===== src/rtl/clock_pkg.sv =====
// rtl/clock_pkg.sv - shared types, button codes and time limits for the clock controller
// Contents: state enum, debouncer press codes, field limits, wrap-increment helpers.
package clock_pkg;

   typedef enum logic [1:0] {
      RUN     = 2'd0,
      SET_HR  = 2'd1,
      SET_MIN = 2'd2
   } state_e;

   localparam logic [1:0] BTN_IDLE  = 2'b00;
   localparam logic [1:0] BTN_LONG  = 2'b01;
   localparam logic [1:0] BTN_SHORT = 2'b10;
   localparam logic [1:0] BTN_HELD  = 2'b11;

   localparam logic [4:0] HR_MAX  = 5'd23;
   localparam logic [5:0] MIN_MAX = 6'd59;
   localparam logic [5:0] SEC_MAX = 6'd59;

   // Compare-and-wrap so the sum never exceeds the field width.
   function automatic logic [4:0] inc_hr(input logic [4:0] v);
      return (v == HR_MAX) ? 5'd0 : v + 5'd1;
   endfunction

   function automatic logic [5:0] inc_wrap6(input logic [5:0] v, input logic [5:0] max);
      return (v == max) ? 6'd0 : v + 6'd1;
   endfunction

endpackage


===== src/rtl/btn_event.sv =====
// rtl/btn_event.sv - press-code edge detector with optional hold auto-repeat
// Ports: clk_i, rst_i (async, active high), code_i (debouncer code),
//        rpt_en_i (allow auto-repeat while held), short_o/long_o/rpt_o (one-cycle
//        registered pulses), held_o (code currently 11).
module btn_event
   import clock_pkg::*;
#(
   parameter bit REPEAT_EN  = 1'b1,
   parameter int REPEAT_CYC = 5_000_000
) (
   input  logic       clk_i,
   input  logic       rst_i,
   input  logic [1:0] code_i,
   input  logic       rpt_en_i,
   output logic       short_o,
   output logic       long_o,
   output logic       rpt_o,
   output logic       held_o
);

   logic [1:0]  prev_q;
   logic        short_q;
   logic        long_q;
   logic        rpt_q;
   logic        rpt_done_q;
   logic [31:0] rpt_cnt_q;
   logic        changed;

   // Codes linger after release, so only the first differing sample counts.
   assign changed = (code_i != prev_q);
   assign held_o  = (code_i == BTN_HELD);
   assign short_o = short_q;
   assign long_o  = long_q;
   assign rpt_o   = rpt_q;

   always_ff @(posedge clk_i or posedge rst_i) begin
      if (rst_i) begin
         prev_q     <= BTN_IDLE;
         short_q    <= 1'b0;
         long_q     <= 1'b0;
         rpt_q      <= 1'b0;
         rpt_done_q <= 1'b0;
         rpt_cnt_q  <= '0;
      end else begin
         prev_q  <= code_i;
         // A release that follows auto-repeats must not add one more step.
         short_q <= changed && (code_i == BTN_SHORT) && !rpt_done_q;
         long_q  <= changed && (code_i == BTN_LONG) && !rpt_done_q;
         if (REPEAT_EN && rpt_en_i && (code_i == BTN_HELD)) begin
            if (rpt_cnt_q == 32'(REPEAT_CYC - 1)) begin
               rpt_cnt_q  <= '0;
               rpt_q      <= 1'b1;
               rpt_done_q <= 1'b1;
            end else begin
               rpt_cnt_q <= rpt_cnt_q + 32'd1;
               rpt_q     <= 1'b0;
            end
         end else begin
            rpt_cnt_q <= '0;
            rpt_q     <= 1'b0;
            // Suppression flag lives until the code leaves 11; the release
            // sample above still sees the old value.
            if (code_i != BTN_HELD) begin
               rpt_done_q <= 1'b0;
            end
         end
      end
   end

endmodule


===== src/rtl/clock_set_ctrl.sv =====
// rtl/clock_set_ctrl.sv - time-of-day keeper with hour/minute setting, blink and auto-repeat
// Ports: i_clk, i_rst (async, active high), i_mode_state/i_inc_state (debouncer codes),
//        i_sec_tick (1 Hz pulse), o_hours/o_minutes/o_seconds (time),
//        o_blank_hr/o_blank_min (blink blanking), o_setting (in a SET state).
module clock_set_ctrl
   import clock_pkg::*;
#(
   parameter int BLINK_CYC  = 12_500_000,
   parameter int REPEAT_CYC = 5_000_000
) (
   input  logic       i_clk,
   input  logic       i_rst,
   input  logic [1:0] i_mode_state,
   input  logic [1:0] i_inc_state,
   input  logic       i_sec_tick,
   output logic [4:0] o_hours,
   output logic [5:0] o_minutes,
   output logic [5:0] o_seconds,
   output logic       o_blank_hr,
   output logic       o_blank_min,
   output logic       o_setting
);

   state_e      state_q, state_d;
   logic [4:0]  hours_q, hours_d;
   logic [5:0]  minutes_q, minutes_d;
   logic [5:0]  seconds_q, seconds_d;
   logic [31:0] blink_cnt_q, blink_cnt_d;
   logic        phase_q, phase_d;
   logic        blank_hr_q, blank_hr_d;
   logic        blank_min_q, blank_min_d;
   logic        setting_q, setting_d;

   logic mode_short, mode_long, mode_rpt;
   logic inc_short, inc_long, inc_rpt, inc_held;
   logic inc_step;

   btn_event #(.REPEAT_EN(1'b0), .REPEAT_CYC(REPEAT_CYC)) u_mode (
      .clk_i    (i_clk),
      .rst_i    (i_rst),
      .code_i   (i_mode_state),
      .rpt_en_i (1'b0),
      .short_o  (mode_short),
      .long_o   (mode_long),
      .rpt_o    (mode_rpt),
      .held_o   ()
   );

   btn_event #(.REPEAT_EN(1'b1), .REPEAT_CYC(REPEAT_CYC)) u_inc (
      .clk_i    (i_clk),
      .rst_i    (i_rst),
      .code_i   (i_inc_state),
      .rpt_en_i (state_q != RUN),
      .short_o  (inc_short),
      .long_o   (inc_long),
      .rpt_o    (inc_rpt),
      .held_o   (inc_held)
   );

   // Only a short press or an auto-repeat steps a field; long releases do not.
   assign inc_step = (inc_short || inc_rpt) && !inc_long && !mode_rpt;

   always_comb begin
      state_d     = state_q;
      hours_d     = hours_q;
      minutes_d   = minutes_q;
      seconds_d   = seconds_q;
      blink_cnt_d = blink_cnt_q;
      phase_d     = phase_q;
      case (state_q)
         RUN: begin
            if (i_sec_tick) begin
               seconds_d = inc_wrap6(seconds_q, SEC_MAX);
               if (seconds_q == SEC_MAX) begin
                  minutes_d = inc_wrap6(minutes_q, MIN_MAX);
                  if (minutes_q == MIN_MAX) begin
                     hours_d = inc_hr(hours_q);
                  end
               end
            end
            if (mode_short) begin
               state_d = SET_HR;
            end else if (mode_long) begin
               seconds_d = '0;
            end
         end
         // MODE events take priority; a coincident INC event is dropped.
         SET_HR: begin
            if (mode_short) begin
               state_d = SET_MIN;
            end else if (mode_long) begin
               state_d = RUN;
            end else if (inc_step) begin
               hours_d = inc_hr(hours_q);
            end
         end
         SET_MIN: begin
            if (mode_short) begin
               state_d   = RUN;
               seconds_d = '0;
            end else if (mode_long) begin
               state_d = RUN;
            end else if (inc_step) begin
               minutes_d = inc_wrap6(minutes_q, MIN_MAX);
            end
         end
         default: state_d = RUN;
      endcase

      // Restart blink on entry so the newly selected field shows at once.
      if ((state_d != state_q) || (state_q == RUN)) begin
         blink_cnt_d = '0;
         phase_d     = 1'b0;
      end else if (blink_cnt_q == 32'(BLINK_CYC - 1)) begin
         blink_cnt_d = '0;
         phase_d     = !phase_q;
      end else begin
         blink_cnt_d = blink_cnt_q + 32'd1;
      end

      blank_hr_d  = phase_d && (state_d == SET_HR) && !inc_held;
      blank_min_d = phase_d && (state_d == SET_MIN) && !inc_held;
      setting_d   = (state_d != RUN);
   end

   always_ff @(posedge i_clk or posedge i_rst) begin
      if (i_rst) begin
         state_q     <= RUN;
         hours_q     <= '0;
         minutes_q   <= '0;
         seconds_q   <= '0;
         blink_cnt_q <= '0;
         phase_q     <= 1'b0;
         blank_hr_q  <= 1'b0;
         blank_min_q <= 1'b0;
         setting_q   <= 1'b0;
      end else begin
         state_q     <= state_d;
         hours_q     <= hours_d;
         minutes_q   <= minutes_d;
         seconds_q   <= seconds_d;
         blink_cnt_q <= blink_cnt_d;
         phase_q     <= phase_d;
         blank_hr_q  <= blank_hr_d;
         blank_min_q <= blank_min_d;
         setting_q   <= setting_d;
      end
   end

   assign o_hours     = hours_q;
   assign o_minutes   = minutes_q;
   assign o_seconds   = seconds_q;
   assign o_blank_hr  = blank_hr_q;
   assign o_blank_min = blank_min_q;
   assign o_setting   = setting_q;

endmodule


===== config.mk =====
export PLATFORM = sky130hd
export DESIGN_NAME = clock_set_ctrl
export DESIGN_NICKNAME = d
export VERILOG_FILES = /design/src/rtl/clock_pkg.sv /design/src/rtl/btn_event.sv /design/src/rtl/clock_set_ctrl.sv
export SDC_FILE = /design/constraint.sdc
export NUM_CORES = 1
export LEC_CHECK = 0
export CAP_MARGIN = 20
export CORE_UTILIZATION = 41
export CTS_CLUSTER_SIZE = 40
export DETAILED_ROUTE_END_ITERATION = 8
export SKIP_CTS_REPAIR_TIMING = 1
export SLEW_MARGIN = 0
export SYNTH_ARGS = -nofsm -noshare
export SYNTH_HDL_FRONTEND = slang
export SYNTH_SLANG_ARGS = --single-unit

===== constraint.sdc =====
create_clock -name i_clk -period 3.1 [get_ports i_clk]
set_input_delay 0.62 -clock i_clk [delete_from_list [all_inputs] [get_ports i_clk]]
set_output_delay 0.62 -clock i_clk [all_outputs]
set_load 0.01 [all_outputs]

==> flow_summary.json, run 1 <==
{
  "status": "finished clean",
  "routed_via_density": 5.50,
  "dieArea_um2": 12200,
  "rsz0062_at_grt": "false",
  "num_vias": 3608,
  "clk_path_buf_depth": 2,
  "fillers": 1068,
  "cts_tree": "yes",
  "hp-class": "reg -> reg",
  "pin_count": 27,
  "num_antenna_cells": 0,
  "p_leak_nw": 2.20,
  "cp.required_ns": 3.33,
  "synth.distinct_cells": 51,
  "io_buffers": 26,
  "final_common_cell": "dfrtp_1",
  "crit_end": "o_minutes[5]",
  "fin_area_um2": 5490,
  "synthTopCellsByArea": "dfrtp_1 (50%), xor2_1 (6.7%), nor2_1 (6.1%)",
  "tns_ns": 0,
  "synth_top_area_share_pct": 50.3,
  "worstSetupPathType": "in -> reg",
  "drt_iter0_markers": 306,
  "r2r-start": "blink_cnt_q[0]",
  "antenna_found_initial": 0,
  "min_period_over_period_pct": 75.0,
  "ys_ff_latch": 97,
  "drive_above_1_share_pct": 7.21,
  "fin_util_pct": 48.0,
  "tightest_slew_ns": 0.648,
  "hold_viol": 0,
  "cap_violations": 0,
  "grt_max_degree": 56,
  "final_cell_mix": "dfrtp_1 (97), nor2_1 (79), xor2_1 (37)",
  "r2r_end": "blink_cnt_q[19]",
  "hpwl_um": 6480,
  "clkSlewWorstSetupHoldPaths_ns": 0.06,
  "drtAntennaViolNets": 0,
  "power.total_mw": 2.79,
  "relSlewSlack_pct": 56.5,
  "power_density_nw_per_um2": 509,
  "async_flop_share_pct": 100,
  "finalMaxSlewViolations": 0,
  "ys_warn_count": 0,
  "core-area_um2": 11400,
  "h-tree-depth": 3,
  "yosysSeqAreaShare_pct": 50.3,
  "synth_edf_count": 0,
  "ir_worst_vdd_mv": 0.285,
  "num_rows": 39,
  "place_congestion": 0.828,
  "grt_overflow": 0,
  "reg2reg_setup_slack_ns": 0.88,
  "fin_nets": 524,
  "grt_pass1_wl_um": 17100,
  "crit_fanout": 7,
  "cts.sinks": 97,
  "syn_nets": 499,
  "die_h_um": 110,
  "cts_buffers": 9,
  "grt_usage_pct": 17.0,
  "routedWlPerCell_um": 14.7,
  "syn_to_final_growth_pct": 13.8,
  "dr.pass1.iters": 4,
  "cp_slowest_stage_delay_ns": 0.60,
  "worst-endpoint-arrival_ns": 2.55,
  "end_kind": "register",
  "start_kind": "input port",
  "worst_clock_skew_ns": 0.00512,
  "yosysTopAreaCell": "dfrtp_1",
  "crit_chain": "clkdlybuf4s50_1 > nand2_2 > or3_1 > a21oi_2 > o2111ai_1 > a221o_1",
  "syn_area_per_cell_um2": 9.90,
  "ys.flop_type": "dfrtp_1",
  "r2r_cells": 7,
  "syn_area_um2": 4820,
  "route.detailed.drc": 0,
  "initial_core_util_pct": 42.2,
  "fin_crit_ns": 2.32,
  "drt_wl_total_um": 9630,
  "grt_pass1_vias": 3605,
  "startpoint": "i_sec_tick",
  "slowest_stage": "clkdlybuf4s50_1",
  "worst_skew_pair.late_latency_ns": 0.34,
  "synthCells": 487,
  "root_buffer": "clkbuf_16",
  "setup_viol": 0,
  "clock.fmax_ghz": 0.430,
  "die_w_um": 110,
  "placed_area_um2": 5230
}
## routing by layer
layer	global-route usage [%]	part of all wire [%]	vias up
met4	5.24	1.3	0
met2	26.9	47	57
met5	0	0	-
met3	3.79	3.0	12
li1	-	-	1757
met1	23.2	49	1782
## worst min path at each step
stage | cells after the start | end | startpoint | slack (ns)
2_1_floorplan | 1 | u_inc.long_o | u_inc.rpt_done_q | 0.43
3_3_place_gp | 1 | u_inc.short_o | u_inc.rpt_done_q | 0.46
3_5_place_dp | 1 | u_inc.long_o | u_inc.rpt_done_q | 0.48
4_1_cts | 1 | u_inc.long_o | u_inc.rpt_done_q | 0.48
5_1_grt | 1 | u_inc.long_o | u_inc.rpt_done_q | 0.49
6_report | 1 | blink_cnt_q[0] | blink_cnt_q[0] | 0.48
## flip-flops by register name, indices dropped and copies added (netlist names), 2 cells and up
| signal | cells |
|---|---|
| u_inc.rpt_cnt_q | 32 |
| u_inc.prev_q | 2 |
| blink_cnt_q | 32 |
| o_hours | 5 |
| u_mode.prev_q | 2 |
| o_seconds | 6 |
| o_minutes | 6 |
| state_q | 2 |
## cell families (layout without fill, tap and decap cells)
logic type               Yosys count  in the layout  share of synthesized area (%)
AO/OA/AOI/OAI                     35             35                           4.98
XOR/XNOR                          60             60                           10.9
adder cells (fa/ha/maj)            5              5                           1.30
buffers and inverters             31             57                           2.91
flip-flops                        97             97                           50.3
multiplexers                       7              7                           1.63
AND/OR/NAND/NOR                  252            252                           27.9
## critical path, delay by kind of cell
kind	cells	cell delay (ns)
AOI/OAI and AO/OA	3	0.80
and+or+nand+nor	2	0.53
buffers and inverters	1	0.60
## layout make-up
class	instances	area, um2	area share, %
Clock buffer	11	253	4.61
Clock inverter	1	5.00	0.0912
Inverter	14	56.3	1.03
Multi-Input combinational cell	359	2250	41.1
Sequential cell	97	2430	44.3
Tap cell	143	179	3.26
Timing Repair Buffer	31	310	5.66
## synth_stat cells, drive strengths merged (2+ instances only)
cell type,n
a21oi,5
a31oi,4
and2,3
and3,9
and4,8
buf,10
clkbuf,7
dfrtp,97
ha,5
inv,14
mux2,7
nand2,31
nand3,28
nand4,30
nand4b,2
nor2,82
nor2b,6
nor3,13
nor3b,7
nor4,19
nor4b,3
o211ai,2
o21ai,9
o31ai,5
o41ai,3
or2,3
or3,5
xnor2,23
xor2,37
## power breakdown
group / internal (mW) / switching, mW / total [mW]
Clock: 0.568 / 0.439 / 1.01
Sequential: 1.33 / 0.0848 / 1.41
Combinational: 0.174 / 0.201 / 0.374
Total: 2.07 / 0.725 / 2.79
## through the flow
stage | hold slack (ns) | std cells | worst slack, ns
after floorplan | 0.433 | 487 | 1.15
after global placement | 0.458 | 644 | 0.460
after detailed placement | 0.476 | 644 | 0.431
after CTS | 0.484 | 656 | 0.787
after global routing | 0.492 | 656 | 0.657
final | 0.480 | 656 | 0.776
Power figures use the tool's default switching activity.
==> run 2, diff against run 1 <==
==> constraint.sdc (replaced) <==
create_clock -name i_clk -period 2 [get_ports i_clk]
set_input_delay 0.4 -clock i_clk [delete_from_list [all_inputs] [get_ports i_clk]]
set_output_delay 0.4 -clock i_clk [all_outputs]
set_load 0.01 [all_outputs]
==> flow_summary.json, run 2 (same netlist as run 1, synthesis figures left out) <==
{
  "final_common_cell": "dfrtp_1",
  "worstSetupPathType": "reg -> reg",
  "worst_skew_pair.late_latency_ns": 0.34,
  "grt_usage_pct": 17.3,
  "dr.pass1.iters": 4,
  "crit_fanout": 4,
  "drtAntennaViolNets": 0,
  "initial_core_util_pct": 42.2,
  "sequentialPowerShare_pct": 45.3,
  "cap_violations": 0,
  "tightest_slew_ns": 0.514,
  "setup_viol": 0,
  "clkSlewWorstSetupHoldPaths_ns": 0.06,
  "num_antenna_cells": 0,
  "antenna_found_initial": 0,
  "hpwl_um": 6920,
  "hold_ws_ns": 0.423,
  "multi_input_area_um2": 2300,
  "finalMaxSlewViolations": 0,
  "switching_share_pct": 24.5,
  "dieArea_um2": 12200,
  "clock.fmax_ghz": 0.539,
  "register_area_um2": 2430,
  "status": "finished clean",
  "reg_top3": "blink_cnt_q (32), u_inc.rpt_cnt_q (32)",
  "fin_nets": 554,
  "num_rows": 39,
  "io_buffers": 26,
  "die_w_um": 110,
  "route.detailed.drc": 0,
  "die_h_um": 110,
  "pre_cts_slack_ns": -0.204,
  "fin_crit_ns": 1.85,
  "start_kind": "register",
  "cp.required_ns": 2.23,
  "pin_count": 27,
  "core-area_um2": 11400,
  "p_int_mw": 3.56,
  "cts_buffers": 9,
  "clk_path_buf_depth": 2,
  "drive_above_1_share_pct": 14.1,
  "relSlewSlack_pct": 65.4,
  "grt_pass1_vias": 3761,
  "p_sw_mw": 1.16,
  "p_leak_nw": 2.41,
  "drt_iter0_markers": 261,
  "syn_to_final_growth_pct": 21.6,
  "hp-class": "in -> async",
  "end_kind": "register",
  "rsz0062_at_grt": "false",
  "routedWlPerCell_um": 14.4,
  "h-tree-depth": 3,
  "grt_overflow": 0,
  "fillers": 1058,
  "routed_via_density": 5.44,
  "grt_pass1_wl_um": 17400,
  "worst_clock_skew_ns": 0.00463,
  "hold_viol": 0,
  "ir_worst_vdd_mv": 0.494,
  "final_cell_mix": "dfrtp_1 (97), nor2_1 (79), xor2_1 (37)",
  "root_buffer": "clkbuf_16",
  "cts_tree": "yes",
  "num_vias": 3745,
  "post-route-worst-setup-slack_ns": 0.146,
  "combinationalPowerShare_pct": 15.6,
  "p_clk_share_pct": 39.0,
  "power_density_nw_per_um2": 806,
  "place_congestion": 0.857,
  "cts.sinks": 97,
  "grt_max_degree": 41,
  "worst-endpoint-arrival_ns": 2.08,
  "drt_wl_total_um": 9890,
  "r2r_cells": 5,
  "min_period_over_period_pct": 92.7
}
run 2: routing by layer:
| metal | vias up | share of wire (%) | wire (um) | global-route usage (%) |
|---|---|---|---|---|
| li1 | 1832 | - | - | - |
| met1 | 1837 | 48 | 4720 | 22.9 |
| met2 | 59 | 48 | 4700 | 28.3 |
| met3 | 17 | 2.5 | 251 | 2.58 |
| met4 | 0 | 2.1 | 207 | 7.29 |
| met5 | - | 0 | 0 | 0 |
run 2: metrics by stage:
stage                     cell area, um2  cells  setup TNS, ns  util, %  total power [mW]
final                               5860    688              0     51.3              4.72
after global routing                5860    688              0     51.3              4.96
after CTS                           5820    688        -0.0104     51.0              4.79
after detailed placement            5500    674          -1.34     48.2              2.93
after global placement              5500    674         -0.978     48.2              2.90
after floorplan                     4830    487              0        -              2.55
run 2: path summary, 6_finish.rpt:
kind                                        from               to  slack (ns)
min in group i_clk              u_inc.rpt_done_q    u_inc.short_o        0.47
worst max register to register      o_minutes[0]       o_hours[3]        0.15
max in group asynchronous                  i_rst       o_hours[4]        1.04
worst min-delay path                       i_rst  blink_cnt_q[11]        0.42
worst max-delay path                o_minutes[0]       o_hours[3]        0.15
worst min register to register  u_inc.rpt_done_q    u_inc.short_o        0.47
run 2: worst max-delay path, cell delays in order (launching register included):
cell and delay [ns]:
dfrtp_1 0.35, ha_1 0.24, nor3b_2 0.29, a31oi_1 0.23
nor3_1 0.27, mux2_2 0.36
run 2: area by class of cell:
cell class / count / share of cell area (%)
sequential: 97 / 41.4
multi-input combinational: 359 / 39.2
timing repair buffer: 61 / 9.99
clock buffer: 11 / 4.31
tap: 143 / 3.05
clock inverter: 3 / 1.11
inverter: 14 / 0.961
run 2: power groups by stage:
| stage | Clock (mW) | Sequential, mW | Combinational, mW |
|---|---|---|---|
| final | 1.84 | 2.14 | 0.738 |
| after global routing | 1.98 | 2.16 | 0.818 |
| after CTS | 1.90 | 2.14 | 0.751 |
| after detailed placement | 0 | 2.18 | 0.749 |
| after global placement | 0 | 2.17 | 0.730 |
| after floorplan | 0 | 2.21 | 0.334 |
